## src/rtl/clock_strobe_nco_if.sv

```systemverilog
// clock_strobe_nco_if: configuration channel of the strobe NCO.
//
// Handshake: the master holds cfg_valid together with cfg_chan/cfg_inc/cfg_en;
// a request is transferred on the rising clk edge where cfg_valid && cfg_ready.
// cfg_ready is combinational in cfg_chan (low only while the addressed
// channel already holds a pending retune) and does not depend on cfg_valid.
//
// Signals:
//   cfg_valid  master->slave  request present
//   cfg_ready  slave->master  addressed channel can take a request
//   cfg_chan   master->slave  target channel (CH_W bits)
//   cfg_inc    master->slave  new phase increment (ACC_W bits)
//   cfg_en     master->slave  new enable state
interface clock_strobe_nco_if #(
  parameter int CHANNELS = 2,
  parameter int ACC_W    = 24
);
  localparam int CH_W = (CHANNELS > 1) ? $clog2(CHANNELS) : 1;

  logic             cfg_valid;
  logic             cfg_ready;
  logic [CH_W-1:0]  cfg_chan;
  logic [ACC_W-1:0] cfg_inc;
  logic             cfg_en;

  modport master (
    output cfg_valid, cfg_chan, cfg_inc, cfg_en,
    input  cfg_ready
  );

  modport slave (
    input  cfg_valid, cfg_chan, cfg_inc, cfg_en,
    output cfg_ready
  );
endinterface

```

## src/rtl/clock_strobe_nco.sv

```systemverilog
// clock_strobe_nco: multi-channel numerically controlled oscillator producing
// one-cycle clock-enable strobes from the system clock. Each channel is a
// phase accumulator; a strobe is the carry out of acc + inc.
//
// Ports:
//   clk     system clock, rising edge
//   rst_n   asynchronous active-low reset
//   cfg     configuration channel (clock_strobe_nco_if slave modport)
//   stb     per-channel registered strobe, one cycle per accumulator carry
//   locked  per-channel registered lock flag (running and LOCK_CYCLES strobes
//           seen since the last config apply)
module clock_strobe_nco #(
  parameter int CHANNELS    = 2,
  parameter int ACC_W       = 24,
  parameter int LOCK_CYCLES = 16
) (
  input  logic                 clk,
  input  logic                 rst_n,
  clock_strobe_nco_if.slave    cfg,
  output logic [CHANNELS-1:0]  stb,
  output logic [CHANNELS-1:0]  locked
);

  localparam int         CH_W     = (CHANNELS > 1) ? $clog2(CHANNELS) : 1;
  localparam logic [7:0] LOCK_MAX = 8'(LOCK_CYCLES);

  // Per-channel state
  logic [ACC_W-1:0]    acc_q   [CHANNELS];
  logic [ACC_W-1:0]    acc_d   [CHANNELS];
  logic [ACC_W-1:0]    inc_q   [CHANNELS];
  logic [ACC_W-1:0]    inc_d   [CHANNELS];
  logic [ACC_W-1:0]    p_inc_q [CHANNELS];
  logic [ACC_W-1:0]    p_inc_d [CHANNELS];
  logic [7:0]          lcnt_q  [CHANNELS];
  logic [7:0]          lcnt_d  [CHANNELS];
  logic [CHANNELS-1:0] en_q, en_d;
  logic [CHANNELS-1:0] p_valid_q, p_valid_d;
  logic [CHANNELS-1:0] p_en_q, p_en_d;
  logic [CHANNELS-1:0] stb_q, stb_d;
  logic [CHANNELS-1:0] locked_q, locked_d;
  logic                cfg_ready_w;

  // Ready depends only on the addressed channel's pending slot. Channel
  // numbers at or above CHANNELS match nothing, so they stay ready and the
  // accepted request falls on the floor.
  always_comb begin
    cfg_ready_w = 1'b1;
    for (int n = 0; n < CHANNELS; n++) begin
      if (cfg.cfg_chan == CH_W'(n)) begin
        cfg_ready_w = !p_valid_q[n];
      end
    end
  end

  assign cfg.cfg_ready = cfg_ready_w;

  always_comb begin
    logic [ACC_W:0] sum;
    logic           running;
    logic           carry;
    logic           hit;
    sum     = '0;
    running = 1'b0;
    carry   = 1'b0;
    hit     = 1'b0;
    for (int n = 0; n < CHANNELS; n++) begin
      running = en_q[n] && (inc_q[n] != '0);
      sum     = {1'b0, acc_q[n]} + {1'b0, inc_q[n]};
      carry   = running && sum[ACC_W];
      hit     = cfg.cfg_valid && (cfg.cfg_chan == CH_W'(n)) && !p_valid_q[n];

      acc_d[n]     = acc_q[n];
      inc_d[n]     = inc_q[n];
      en_d[n]      = en_q[n];
      p_valid_d[n] = p_valid_q[n];
      p_inc_d[n]   = p_inc_q[n];
      p_en_d[n]    = p_en_q[n];
      lcnt_d[n]    = lcnt_q[n];
      stb_d[n]     = 1'b0;

      if (running) begin
        acc_d[n] = sum[ACC_W-1:0];
        stb_d[n] = carry;
        if (carry && (lcnt_q[n] < LOCK_MAX)) begin
          lcnt_d[n] = lcnt_q[n] + 8'd1;
        end
      end

      // Pending retune lands on a carry edge: the wrapped remainder is kept
      // and the strobe for the old rate still fires, so the output phase is
      // continuous across the change.
      if (carry && p_valid_q[n]) begin
        inc_d[n]     = p_inc_q[n];
        en_d[n]      = p_en_q[n];
        p_valid_d[n] = 1'b0;
        lcnt_d[n]    = '0;
      end

      // hit implies an empty slot, so it never collides with the apply above.
      // A request accepted on a carry edge is parked, not consumed by that carry.
      if (hit) begin
        if (!running || !cfg.cfg_en) begin
          acc_d[n]     = '0;
          inc_d[n]     = cfg.cfg_inc;
          en_d[n]      = cfg.cfg_en;
          p_valid_d[n] = 1'b0;
          stb_d[n]     = 1'b0;
          lcnt_d[n]    = '0;
        end else begin
          p_valid_d[n] = 1'b1;
          p_inc_d[n]   = cfg.cfg_inc;
          p_en_d[n]    = cfg.cfg_en;
        end
      end

      locked_d[n] = en_d[n] && (inc_d[n] != '0) && (lcnt_d[n] == LOCK_MAX);
    end
  end

  always_ff @(posedge clk or negedge rst_n) begin
    if (!rst_n) begin
      for (int n = 0; n < CHANNELS; n++) begin
        acc_q[n]   <= '0;
        inc_q[n]   <= '0;
        p_inc_q[n] <= '0;
        lcnt_q[n]  <= '0;
      end
      en_q      <= '0;
      p_valid_q <= '0;
      p_en_q    <= '0;
      stb_q     <= '0;
      locked_q  <= '0;
    end else begin
      for (int n = 0; n < CHANNELS; n++) begin
        acc_q[n]   <= acc_d[n];
        inc_q[n]   <= inc_d[n];
        p_inc_q[n] <= p_inc_d[n];
        lcnt_q[n]  <= lcnt_d[n];
      end
      en_q      <= en_d;
      p_valid_q <= p_valid_d;
      p_en_q    <= p_en_d;
      stb_q     <= stb_d;
      locked_q  <= locked_d;
    end
  end

  assign stb    = stb_q;
  assign locked = locked_q;

endmodule
```

## src/flat_wrapper.sv

```systemverilog
// flat-port wrapper written by rule: the top's interface ports become plain ports
module clock_strobe_nco_flat 
#(
  parameter int CHANNELS    = 2,
  parameter int ACC_W       = 24,
  parameter int LOCK_CYCLES = 16
)
  (clk, rst_n, stb, locked, cfg_cfg_valid, cfg_cfg_chan, cfg_cfg_inc, cfg_cfg_en, cfg_cfg_ready);
  clock_strobe_nco_if #(.CHANNELS(CHANNELS), .ACC_W(ACC_W)) cfg_i ();
  input  logic clk;
  input  logic rst_n;
  output logic [CHANNELS-1:0] stb;
  output logic [CHANNELS-1:0] locked;
  input wire logic [$bits(cfg_i.cfg_valid)-1:0] cfg_cfg_valid;
  input wire logic [$bits(cfg_i.cfg_chan)-1:0] cfg_cfg_chan;
  input wire logic [$bits(cfg_i.cfg_inc)-1:0] cfg_cfg_inc;
  input wire logic [$bits(cfg_i.cfg_en)-1:0] cfg_cfg_en;
  output wire logic [$bits(cfg_i.cfg_ready)-1:0] cfg_cfg_ready;
  assign cfg_i.cfg_valid = cfg_cfg_valid;
  assign cfg_i.cfg_chan = cfg_cfg_chan;
  assign cfg_i.cfg_inc = cfg_cfg_inc;
  assign cfg_i.cfg_en = cfg_cfg_en;
  assign cfg_cfg_ready = cfg_i.cfg_ready;
  clock_strobe_nco #(.CHANNELS(CHANNELS), .ACC_W(ACC_W), .LOCK_CYCLES(LOCK_CYCLES)) u_core (.clk(clk), .rst_n(rst_n), .cfg(cfg_i), .stb(stb), .locked(locked));
endmodule
```

## config.mk

```make
export PLATFORM = sky130hd
export DESIGN_NAME = clock_strobe_nco_flat
export DESIGN_NICKNAME = d
export VERILOG_FILES = /design/src/rtl/clock_strobe_nco_if.sv /design/src/rtl/clock_strobe_nco.sv /design/src/flat_wrapper.sv
export SDC_FILE = /design/constraint.sdc
export NUM_CORES = 1
export LEC_CHECK = 0
export ABC_CLOCK_PERIOD_IN_PS = 5300
export CORE_AREA = 3 3 125 127
export DETAILED_ROUTE_END_ITERATION = 12
export DIE_AREA = 0 0 128 130
export PLACE_DENSITY = 0.93
export SYNTH_ARGS = -nofsm -noshare
export SYNTH_HDL_FRONTEND = slang
export SYNTH_SLANG_ARGS = --single-unit
```

## constraint.sdc

```tcl
create_clock -name clk -period 5.3 [get_ports clk]
set_input_delay 1.59 -clock clk [delete_from_list [all_inputs] [get_ports clk]]
set_output_delay 1.59 -clock clk [all_outputs]
set_load 0.01 [all_outputs]
```

==> results of run 1 <==
-- routing by layer --
| metal | GRT usage (%) | vias up | part of all wire (%) |
|---|---|---|---|
| met5 | 0 | - | 0 |
| met4 | 11.7 | 0 | 3.0 |
| met3 | 6.18 | 69 | 9.9 |
| met2 | 46.4 | 456 | 46 |
| met1 | 42.3 | 3883 | 41 |
| li1 | - | 3598 | - |
-- metrics by stage --
stage | area [sq um] | util, % | cells | power, mW | hold WS (ps)
floorplan | 9380 | - | 965 | 4.75 | 435
finish | 10500 | 72.2 | 1190 | 7.04 | 484
global route | 10500 | 72.2 | 1190 | 7.51 | 492
global placement | 9890 | 68.0 | 1158 | 5.40 | 451
CTS | 10500 | 72.2 | 1190 | 6.94 | 482
detailed placement | 9890 | 68.0 | 1158 | 5.59 | 463
-- state kept, by name, indices dropped and copies added, names as in the netlist --
signal / cells
u_core.en_q: 2
u_core.stb: 2
u_core.acc_q: 48
u_core.p_inc_q: 48
u_core.p_valid_q: 2
u_core.inc_q: 48
u_core.lcnt_q: 16
u_core.p_en_q: 2
u_core.locked: 2
-- kinds of logic after synthesis --
logic type | count (synthesis) | synth area share [%]
simple gates | 334 | 16.7
compound gates | 256 | 18.0
flops | 170 | 45.4
buf+inv | 58 | 2.56
mux | 53 | 6.30
fa+ha+maj | 52 | 7.10
xor+xnor | 42 | 3.92
-- path summary, 6_finish.rpt --
path	from	endpoint	slack, ps	depth (start not counted)
worst max-delay path	cfg_cfg_chan	cfg_cfg_ready	840	3
worst min-delay path	u_core.p_en_q[0]$_DFFE_PN0P_	u_core.p_en_q[0]$_DFFE_PN0P_	480	1
worst max register to register	u_core.inc_q[0]$_DFF_PN0_	u_core.locked[1]$_DFF_PN0_	960	13
worst min register to register	u_core.p_en_q[0]$_DFFE_PN0P_	u_core.p_en_q[0]$_DFFE_PN0P_	480	1
max in group asynchronous	rst_n	u_core.p_inc_q[8]$_DFFE_PN0P_	3140	2
min in group asynchronous	rst_n	u_core.acc_q[5]$_DFF_PN0_	1290	1
-- power by group --
group	leakage [nW]	switching [mW]	total [mW]	internal, mW
clock network	0.282	0.536	1.29	0.757
registers	2.15	0.482	2.35	1.87
logic	2.38	1.93	3.40	1.47
total	4.81	2.95	7.04	4.09
-- layout make-up --
type                    instances  share of cell area [%]
well taps                     184                    2.19
flip-flops and latches        170                    40.5
multi-input cells             737                    46.5
clock inverters                13                    1.60
repair buffers                 46                    4.21
inverters                      21                   0.751
clock buffers                  19                    4.22
-- cells in the final DEF (no fill, tap or decap), drive strengths merged, types with 6 or more instances in the layout --
cell type and count:
o211ai 25, nand3 24, nor3 14, nand2 131, nand2b 11, or4 6, nor2 70, o21a 12
o31ai 8, a21o 13, ha 50, clkdlybuf4s50 32, dfrtp 170, nand4 6, a22o 7, or3 10
and3 28, inv 23, a31oi 17, nor4 16, xnor2 17, o21bai 6, clkbuf 19, o21ai 79
a22oi 7, xor2 25, a21oi 42, buf 14, mux2 48
-- worst max-delay path, cell delays in order --
cell and delay, ps:
clkdlybuf4s50_1 530, mux2i_1 200, clkdlybuf4s50_1 550
==> flow_results.org, run 1 <==
** Floorplanning
- The floorplan step defined a die boundary enclosing 16600 sq um.
- Core Box Area :: 14500 sq um
- I/O pin count :: 34
- Die H :: 130 um
- For this configuration, the core starts out at a cell density of 64.5%.
- Row generation in the floorplan step produced 44 rows.
- Die outline width :: 128 um

** Synthesis
- In this run, synthesis inferred 0 flip-flops with an integrated enable.
- Summing every instance area after synthesis gives 9380 sq um.
- In the synthesized netlist the async set-or-reset flop fraction comes to 100%.
- The largest total area in the synthesized netlist belongs to dfrtp_1.
- The cell count after synthesis came out at 965.
- The share of the Yosys chip area taken by registers is 45.4%.
- Syn nets :: 1046
- After synthesis, the netlist uses 64 different library cells.
- Portion of synthesized cell area occupied by the leading cell type :: 45.4%
- Synth top area cells :: dfrtp_1 45%, ha_1 6.7%, mux2_2 5.8%, nand2_1 5.2%, o21ai_0 3.8%
- Library cell with the highest instance count after synthesis :: dfrtp_1
- Mean post-synth cell area :: 9.72 sq um
- The synthesized design contains 170 register bits.
- Post-synth top cells :: 170 x dfrtp_1, 130 x nand2_1, 72 x o21ai_0, 70 x nor2_1, 50 x ha_1
- The Yosys step of the flow raised 0 warnings.
- In the synthesized netlist the dominant register cell turns out to be dfrtp_1.

** GRT
- Total grt overflow :: 0
- Global routing consumed, over all layers together, 30.1% of the routing resources.
- Number of antenna violations at the first check in global routing :: 0
- The first global-routing pass estimated 39500 um of wire.
- Pin count of the biggest net entering global routing :: 116
- The number of global-route vias before repair is 7583.

** Clock tree
- The H-tree generated during clock tree synthesis spans 4 levels.
- Number of buffers inserted by hold repair at cts :: 0
- Clock-pin slew on the worst setup and hold paths :: 70 ps
- Post-CTS setup-driven buffer insertion count :: 0
- Total clock sinks :: 170
- CTS-repair resized insts :: 0
- In this run the deepest clock path goes through 2 buffers.
- The number of clock buffers added by TritonCTS is 17.
- Clock insertion delay at the later pin of the skew report :: 440 ps
- TritonCTS clock tree :: yes
- Clock root cell :: clkbuf_16

** Job
- Count of max-cap constraint violations :: 0

** Timing
- Final setup fails :: 0
- Final-layout setup total negative slack :: 0 ps
- Setup Skew :: 8.82 ps
- Final hold viol count :: 0
- Of the available clock period, the critical path in the final layout requires 84.2%.
- Highest Clock Rate :: 224 MHz
- Tightest Pin Transition :: 1040 ps
- Count of pins over their slew limit :: 0
- Least setup slack across all paths after layout :: 836 ps
- Setup repair after global routing left no endpoint under its margin.
- Headroom to the max-slew limit came out at 30.5%.
- Counting I/O delays and the setup requirement, the final critical path takes 4460 ps.

** Drt
- The routed design has 24300 um of wire.
- Across all layers, the routed design uses 8006 vias.
- Residual DRC :: 0
- Dividing the detail-routed via count by the number of cells gives 6.73.
- Pre-Repair DR Iteration Count :: 6
- The detail route stage leaves a number of antenna-violating nets equal to 0.
- Wire length per cell after detailed routing :: 20.4 um
- DRT iter0 DRCs :: 1077

** Placement
- Count of buffers from port buffering :: 33
- After legalization and detailed placement, the total HPWL measured 16600 um.
- Worst Setup Slack post-DPL :: 760 ps
- Last weighted congestion value of the routability-driven placer :: 0.934

** Worst setup path
- Sort of element at the end of the critical path :: output pin
- Along the worst path, the maximum fanout reaches 4.
- Critical path start-end classification :: primary input to output pin
- WP data arrival :: 2870 ps
- At the worst endpoint, the required time is 3710 ps.
- STA classifies the critical path startpoint as a primary input.

** Min path
- In this run the worst hold path is classified as flip-flop to flip-flop.

** Final layout
- FF+latch area :: 4250 sq um
- Net count of the finished layout :: 1074
- After filler insertion, the fill cell instance count of the layout stands at 928.
- Layout area overhead :: 12.0%
- Cells with a size suffix above 1 make up 10.7% of the layout.
- Summing all multi-input logic gate instances after layout gives 4880 sq um.
- Antenna diode instance count :: 0

** Pwr
- For this design the ratio of total power to cell area is 670 nW/um^2.
- The analysis attributes to cell leakage a power of 4.81 nW.
- Worst supply voltage drop on vdd :: 0.321 mV

** Run status
- Run status :: finished clean
No activity file was read; power rests on OpenSTA's default activity.
==> run 2, diff against run 1 <==
--- a/config.mk
+++ b/config.mk
@@ -5,11 +5,11 @@
 export SDC_FILE = /design/constraint.sdc
 export NUM_CORES = 1
 export LEC_CHECK = 0
-export ABC_CLOCK_PERIOD_IN_PS = 5300
-export CORE_AREA = 3 3 125 127
+export ABC_CLOCK_PERIOD_IN_PS = 4570
+export CORE_AREA = 3 3 127 129
 export DETAILED_ROUTE_END_ITERATION = 12
-export DIE_AREA = 0 0 128 130
-export PLACE_DENSITY = 0.93
+export DIE_AREA = 0 0 130 132
+export PLACE_DENSITY = 0.91
 export SYNTH_ARGS = -nofsm -noshare
 export SYNTH_HDL_FRONTEND = slang
 export SYNTH_SLANG_ARGS = --single-unit
==> constraint.sdc (replaced) <==
create_clock -name clk -period 4.57 [get_ports clk]
set_input_delay 1.371 -clock clk [delete_from_list [all_inputs] [get_ports clk]]
set_output_delay 1.371 -clock clk [all_outputs]
set_load 0.01 [all_outputs]
==> flow_results.org, run 2 (synthesis results as in run 1) <==
** Run status
- The run finished with clean final reports.

** GRT
- Via count of the first global-routing pass :: 7781 (+2.6%)
- The number of antenna violations at the first check in global routing is 0 (unchanged).
- The total congestion overflow after global routing is 0 (unchanged).
- Total global-route track usage :: 29.1% (-0.99 points)
- The global-route wire length before repair is 40200 um (+1.6%).
- Pin count of the biggest net entering global routing :: 81 (-30%)

** Timing
- The hold slack is 487 ps (+2.58 ps).
- Highest Clock Rate :: 240 MHz
- Tightest Pin Transition :: 924 ps (-119 ps)
- Worst-case headroom to the max-slew limit :: 38.4% (+7.9 points)
- The number of hold violations in the final report is 0 (unchanged).
- Subtracting the final worst setup slack from the clock period gives 4170 ps.
- Final setup fails :: 0 (unchanged)
- The accumulated negative setup slack was 0 ps (unchanged).
- The worst path uses 91.3% of the clock period.
- The max-slew violation total from the final report was 0 (unchanged).
- Setup Skew :: 8.40 ps (-0.419 ps)
- Setup repair after global routing left no endpoint under its margin.
- Least setup slack across all paths after layout :: 396 ps (-440 ps)

** Drt
- Residual DRC :: 0 (unchanged)
- Final antenna-violating net count :: 0 (unchanged)
- DRT iter0 DRCs :: 969 (-10%)
- The mean number of vias per cell was 6.65 (-1.1%).
- The total wire length was 24200 um (-0.26%).
- The total vias in the final route is 7971 (-0.44%).
- The post-detailed-route wirelength per cell was 20.2 um (-0.93%).
- Pre-Repair DR Iteration Count :: 5 (-1)

** Floorplanning
- Die H :: 132 um (+1.5%)
- Core Box Area :: 15100 sq um (+4.2%)
- Overall die area :: 17200 sq um (+3.1%)
- The count of boundary I/O pins came to 34 (unchanged).
- The width of the die is 130 um (+1.6%).
- Initial standard-cell utilization of the core :: 61.9% (-2.6 points)
- The number of core rows is 45 (+2.3%).

** Placement
- The routability-driven placement congestion ratio is 0.899 (-3.7%).
- Area post-placement :: 9940 sq um (+0.51%)
- DP HPWL :: 16500 um (-0.80%)
- The worst-case setup slack after placement is 292 ps (-468 ps).
- Count of buffers from port buffering :: 33 (unchanged)

** Pwr
- Power density over the cells :: 770 nW/um^2 (+15%)
- Pleak :: 4.84 nW (+0.59%)
- The sequential group share of total power is 33.8% (+0.4 points).
- Sw Pwr :: 3.39 mW (+15%)
- The switching share of power was 41.9% (+0.056 points).
- The overall power consumption was 8.08 mW (+15%).
- Logic gate share of total power :: 48.9% (+0.6 points)
- The clock network fraction of design power is 17.4% (-1.0 points).
- Worst supply voltage drop on vdd :: 0.361 mV (+13%)
- Internal power summed over all cells :: 4.69 mW (+15%)

** Worst setup path
- In this run the critical register-to-register path is launched from u_core.inc_q[24]$_DFF_PN0_.
- Critical Path Fanout Max :: 9 (+5)
- The critical path required time came to 4880 ps (+1170 ps).
- The length in cells of the worst reg-to-reg path is 14 (+1).
- The worst setup path is launched from a flip-flop.
- Critical path start-end classification :: flip-flop to flip-flop
- The worst setup path is captured at a flip-flop.
- R2R Setup Slk :: 400 ps (-560 ps)
- The data arrival time of the worst path is 4490 ps (+1620 ps).
- End of the worst register-to-register path :: u_core.locked[0]$_DFF_PN0_

** Final layout
- Layout fillers :: 1048 (+13%)
- Commonest non-fill, non-tap cells in the layout :: 170 x dfrtp_1, 130 x nand2_1, 71 x o21ai_0
- Net count of the finished layout :: 1080 (+0.56%)
- The post-route standard cell area excluding fillers came to 10500 sq um (about the same).
- Largest registers in the final layout :: u_core.acc_q: 48 flops, u_core.inc_q: 48 flops, u_core.p_inc_q: 48 flops
- The number of antenna repair diodes came to 0 (unchanged).
- Share of cells above drive strength 1 :: 11.0% (+0.25 points)
- Most frequent standard cell in the layout excluding fill and tap cells :: dfrtp_1
- Layout area overhead :: 11.9% (about the same)

** Clock tree
- Total clock sinks :: 170 (unchanged)
- Clock-pin slew on the worst setup and hold paths :: 60 ps (about the same)
- Number of buffers inserted by hold repair at cts :: 0 (unchanged)
- TritonCTS clock tree :: yes
- Clock root cell :: clkbuf_16
- The clock network latency to the later pin of the worst-skew pair came to 430 ps (about the same).
- Post-CTS setup-driven buffer insertion count :: 0 (unchanged)
- The number of clock buffers inserted by TritonCTS was 17 (unchanged).
- The maximum level of the CTS H-tree came to 4 (unchanged).
- Bufs on Longest Clock Path :: 2 (unchanged)
- The post-cts resize count is 0 (unchanged).

** Min path
- For hold timing, the worst endpoint is u_core.acc_q[29]$_DFF_PN0_.
- Worst Hold Class :: flip-flop to flip-flop
- HP Start :: u_core.acc_q[29]$_DFF_PN0_
- Cell depth of the worst hold path :: 2 (+1)

** Job
- Count of max-cap constraint violations :: 0 (unchanged)
run 2: layout make-up:
| type | count | area (sq um) | area share [%] |
|---|---|---|---|
| clock buffers | 21 | 460 | 4.39 |
| repair buffers | 52 | 487 | 4.64 |
| flip-flops and latches | 170 | 4250 | 40.5 |
| clock inverters | 9 | 98.8 | 0.941 |
| inverters | 21 | 78.8 | 0.751 |
| multi-input cells | 737 | 4880 | 46.5 |
| well taps | 188 | 235 | 2.24 |
run 2: layer usage:
metal,GRT usage (%),wire length (um)
met5,0,0
met4,9.82,689
met3,6.24,1870
met2,43.4,11100
met1,42.5,10600
run 2: worst max-delay path by stage:
stage                               start                          to  slack (ps)  cells past startpoint
6_report       u_core.inc_q[24]$_DFF_PN0_  u_core.locked[0]$_DFF_PN0_         400                     14
5_1_grt        u_core.inc_q[24]$_DFF_PN0_  u_core.locked[0]$_DFF_PN0_         220                     14
2_1_floorplan  u_core.inc_q[24]$_DFF_PN0_  u_core.locked[0]$_DFF_PN0_        1190                     13
3_5_place_dp                 cfg_cfg_chan  u_core.locked[1]$_DFF_PN0_         290                     10
3_3_place_gp                 cfg_cfg_chan  u_core.locked[1]$_DFF_PN0_         420                     10
4_1_cts                      cfg_cfg_chan               cfg_cfg_ready         480                      3
run 2: critical path: stages, from the launching register on:
cell,delay [ps]
dfrtp_1,410
ha_1,200
inv_1,60
fa_1,410
nor2b_1,170
o31a_1,300
o211ai_4,140
a211o_1,330
a21oi_2,300
buf_4,240
o21a_1,170
o211ai_1,150
a2111oi_0,680
nand4_1,220
o31a_1,270
run 2: power groups by stage:
stage               Combinational (mW)  Clock [mW]  Sequential (mW)
floorplan                         3.02           0             2.49
global placement                  3.62           0             2.68
detailed placement                3.78           0             2.70
CTS                               3.87        1.41             2.69
global route                      4.37        1.48             2.78
finish                            3.95        1.40             2.73
run 2: stage by stage:
step	util, %	std cells
4_1_cts	69.3	1198
3_5_place_dp	65.6	1168
2_1_floorplan	-	965
3_3_place_gp	65.6	1168
5_1_grt	69.3	1198
6_report	69.3	1198
==> run 3, diff against run 2 <==
--- a/config.mk
+++ b/config.mk
@@ -5,11 +5,11 @@
 export SDC_FILE = /design/constraint.sdc
 export NUM_CORES = 1
 export LEC_CHECK = 0
-export ABC_CLOCK_PERIOD_IN_PS = 4570
-export CORE_AREA = 3 3 127 129
+export ABC_CLOCK_PERIOD_IN_PS = 3420
+export CORE_AREA = 3 3 134 136
 export DETAILED_ROUTE_END_ITERATION = 12
-export DIE_AREA = 0 0 130 132
-export PLACE_DENSITY = 0.91
+export DIE_AREA = 0 0 137 139
+export PLACE_DENSITY = 0.87
 export SYNTH_ARGS = -nofsm -noshare
 export SYNTH_HDL_FRONTEND = slang
 export SYNTH_SLANG_ARGS = --single-unit
==> constraint.sdc (replaced) <==
create_clock -name clk -period 3.42 [get_ports clk]
set_input_delay 1.026 -clock clk [delete_from_list [all_inputs] [get_ports clk]]
set_output_delay 1.026 -clock clk [all_outputs]
set_load 0.01 [all_outputs]
==> flow_results.org, run 3 (synthesis results as in run 1) <==
** Placement
- The number of I/O port buffers is 33 (unchanged).
- DP HPWL :: 18500 um (+13%)
- The cell count after placement is 1312 (+12%).
- The routability-driven placement congestion ratio came to 0.952 (+5.8%).

** Final layout
- Antenna diode instance count :: 0 (unchanged)
- The largest registers in the layout are u_core.acc_q: 48 flops, u_core.inc_q: 48 flops, u_core.p_inc_q: 48 flops.
- Compared with the post-synthesis result, the final layout area differs by 25.0%.
- Final cell count without fillers :: 1356 (+13%)
- Layout fillers :: 1161 (+11%)
- The total number of nets in the final design came to 1199 (+11%).
- The flip-flop and latch area was 4250 sq um (unchanged).
- The library cells used most frequently in the layout, excluding fill and tap cells, are 170 x dfrtp_1, 131 x buf_4, 130 x nand2_1.
- The proportion of layout cells with a drive suffix above 1 is 23.3% (+12 points).
- The library cell used most frequently in the layout, excluding fill and tap cells, is dfrtp_1.
- The core occupancy in the finished layout is 68.7% (-0.60 points).
- Area used by multi-input combinational logic :: 5080 sq um (+4.0%)

** Floorplanning
- I/O pin count :: 34 (unchanged)
- The starting utilization of the core area is 55.0% (-6.9 points).
- The total core area is 17100 sq um (+13%).
- The number of core rows came to 48 (+6.7%).
- Die H :: 139 um (+5.3%)
- The die area is 19000 sq um (+11%).
- The width of the die came to 137 um (+5.4%).

** Clock tree
- The worst-case clock buffer depth was 2 (unchanged).
- The clock slew at the register clock pins of the worst setup and hold paths was 70 ps (about the same).
- Total clock sinks :: 170 (unchanged)
- Clock insertion delay at the later pin of the skew report :: 430 ps (about the same)
- Clock tree synthesis selected as its root buffer the cell clkbuf_16.
- CTS Buf Count :: 17 (unchanged)
- TritonCTS built the clock tree.
- H-Tree Level Count :: 4 (unchanged)

** GRT
- The maximum number of pins on one net before global-route repair came to 70 (-14%).
- The number of global-route vias before repair is 8591 (+10%).
- The total congestion overflow after global routing came to 0 (unchanged).
- First-pass GRT wire length :: 44500 um (+11%)
- The number of antenna violations at the first check in global routing was 0 (unchanged).
- The overall track demand over capacity in global routing came to 29.6% (+0.51 points).

** Worst setup path
- Crit path buf inv count :: 2 (unchanged)
- Critical Path Fanout Max :: 5 (-4)
- Endpoint required time on the critical path :: 3710 ps (-1170 ps)
- Critical Path Slowest Stage Cell :: or3_4
- Slowest cell delay on critical path :: 470 ps (-210 ps)
- WP data arrival :: 4000 ps (-490 ps)
- The signal on the critical path passes through ha_2, inv_2, fa_2, nor2b_2, o31a_1, o41ai_4, o21a_2, or3_4, nand2_8, buf_4, o211ai_1, or4_4, nor4_4, a2111oi_4.
- Sort of element at the end of the critical path :: flip-flop
- The worst setup path is of the flip-flop to flip-flop kind.
- STA classifies the critical path startpoint as a flip-flop.
- Top delay family on crit path :: simple AND/OR/NAND/NOR gates

** Pwr
- The power density relative to cell area came to 1030 nW/um^2 (+34%).
- Sw Share :: 41.4% (-0.58 points)
- Worst supply voltage drop on vdd :: 0.471 mV (+30%)
- Sequential share of power :: 30.3% (-3.5 points)
- Internal power summed over all cells :: 7.08 mW (+51%)
- The logic gate share of total power came to 53.3% (+4.4 points).
- The static leakage power was 5.49 nW (+13%).
- Fraction of power consumed by the clock network :: 16.5% (-0.9 points)
- The overall power consumption came to 12.1 mW (+49%).
- Sw Pwr :: 4.99 mW (+47%)

** Timing
- Highest Clock Rate :: 269 MHz (+12%)
- RSZ-0062 raised after global routing :: true
- The final critical path time including I/O delays and setup came to 3710 ps (-460 ps).
- Final hold viol count :: 0 (unchanged)
- Period utilization :: 109% (+17 points)
- The final-report setup violation count is 2 (+2).
- The setup slack of the critical path after layout is -294 ps (-690 ps).
- The final setup skew is 7.86 ps (-0.539 ps).
- Tightest Pin Transition :: 1210 ps (+289 ps)
- The max-slew violation total from the final report was 0 (unchanged).
- The headroom to the max-slew limit came to 18.8% (-20 points).
- The hold slack was 482 ps (-4.42 ps).

** Drt
- The post-detailed-route DRC marker count is 1 (+1).
- Final antenna-violating net count :: 0 (unchanged)
- The number of DRC violations after detailed-routing iteration 0 was 1013 (+4.5%).
- Pre-Repair DR Iteration Count :: 11 (+6)
- The total vias in the final route was 8627 (+8.2%).
- The post-detailed-route wirelength per cell is 20.5 um (+1.4%).
- The mean number of vias per cell was 6.36 (-4.4%).
- Final wirelength :: 27800 um (+15%)

** Min path
- Worst Hold Class :: flip-flop to flip-flop

** Job
- Count of max-cap constraint violations :: 0 (unchanged)

** Run status
- Violated checks :: design-rule violations, negative setup slack
- The run finished, with violations left.
-- run 3: area by class of cell --
cell class              instances  area share, %
clock buffers                  23           4.25
clock inverters                 9          0.950
inverters                      21          0.673
multi-input cells             738           43.4
flip-flops and latches        170           36.3
well taps                     225           2.40
repair buffers                170           12.1
-- run 3: power by group through the flow --
stage	registers, mW	logic [mW]	clock network (mW)
2_1_floorplan	3.33	4.04	0
3_3_place_gp	3.57	5.56	0
3_5_place_dp	3.59	5.83	0
4_1_cts	3.60	6.14	2.00
5_1_grt	3.72	7.01	2.09
6_report	3.65	6.43	1.99
-- run 3: repair_timing --
action / 4_1_cts / 5_1_grt
pin swaps: 9 / 12
buffers inserted: 6 / 6
hold buffers: 0 / 0
resized for setup: 30 / 15
endpoints found under the setup margin: 2 / 3
gates cloned: 0 / 1
-- run 3: worst paths after layout --
path	from	to	slack, ps	cells past startpoint
min in group asynchronous	rst_n	u_core.acc_q[39]$_DFF_PN0_	590	1
max in group asynchronous	rst_n	u_core.inc_q[28]$_DFF_PN0_	2010	2
worst max register to register	u_core.inc_q[0]$_DFF_PN0_	u_core.locked[1]$_DFF_PN0_	-290	14
worst min register to register	u_core.p_en_q[1]$_DFFE_PN0P_	u_core.p_en_q[1]$_DFFE_PN0P_	480	1
worst min-delay path	u_core.p_en_q[1]$_DFFE_PN0P_	u_core.p_en_q[1]$_DFFE_PN0P_	480	1
worst max-delay path	u_core.inc_q[0]$_DFF_PN0_	u_core.locked[1]$_DFF_PN0_	-290	14
-- run 3: metrics by stage --
stage | TNS, ps | setup slack (ps) | instance area, sq um
2_1_floorplan | 0 | 39.8 | 9380
3_3_place_gp | -318 | -241 | 10800
3_5_place_dp | -494 | -314 | 10800
4_1_cts | -114 | -114 | 11600
5_1_grt | -614 | -413 | 11700
6_report | -388 | -294 | 11700
-- run 3: layer usage --
layer | global-route usage (%) | vias up | share of wire [%]
met2 | 45.6 | 463 | 47
met1 | 40.6 | 4207 | 41
met4 | 13.0 | 0 | 4.8
met5 | 0 | - | 0
met3 | 5.88 | 127 | 7.8
li1 | - | 3830 | -
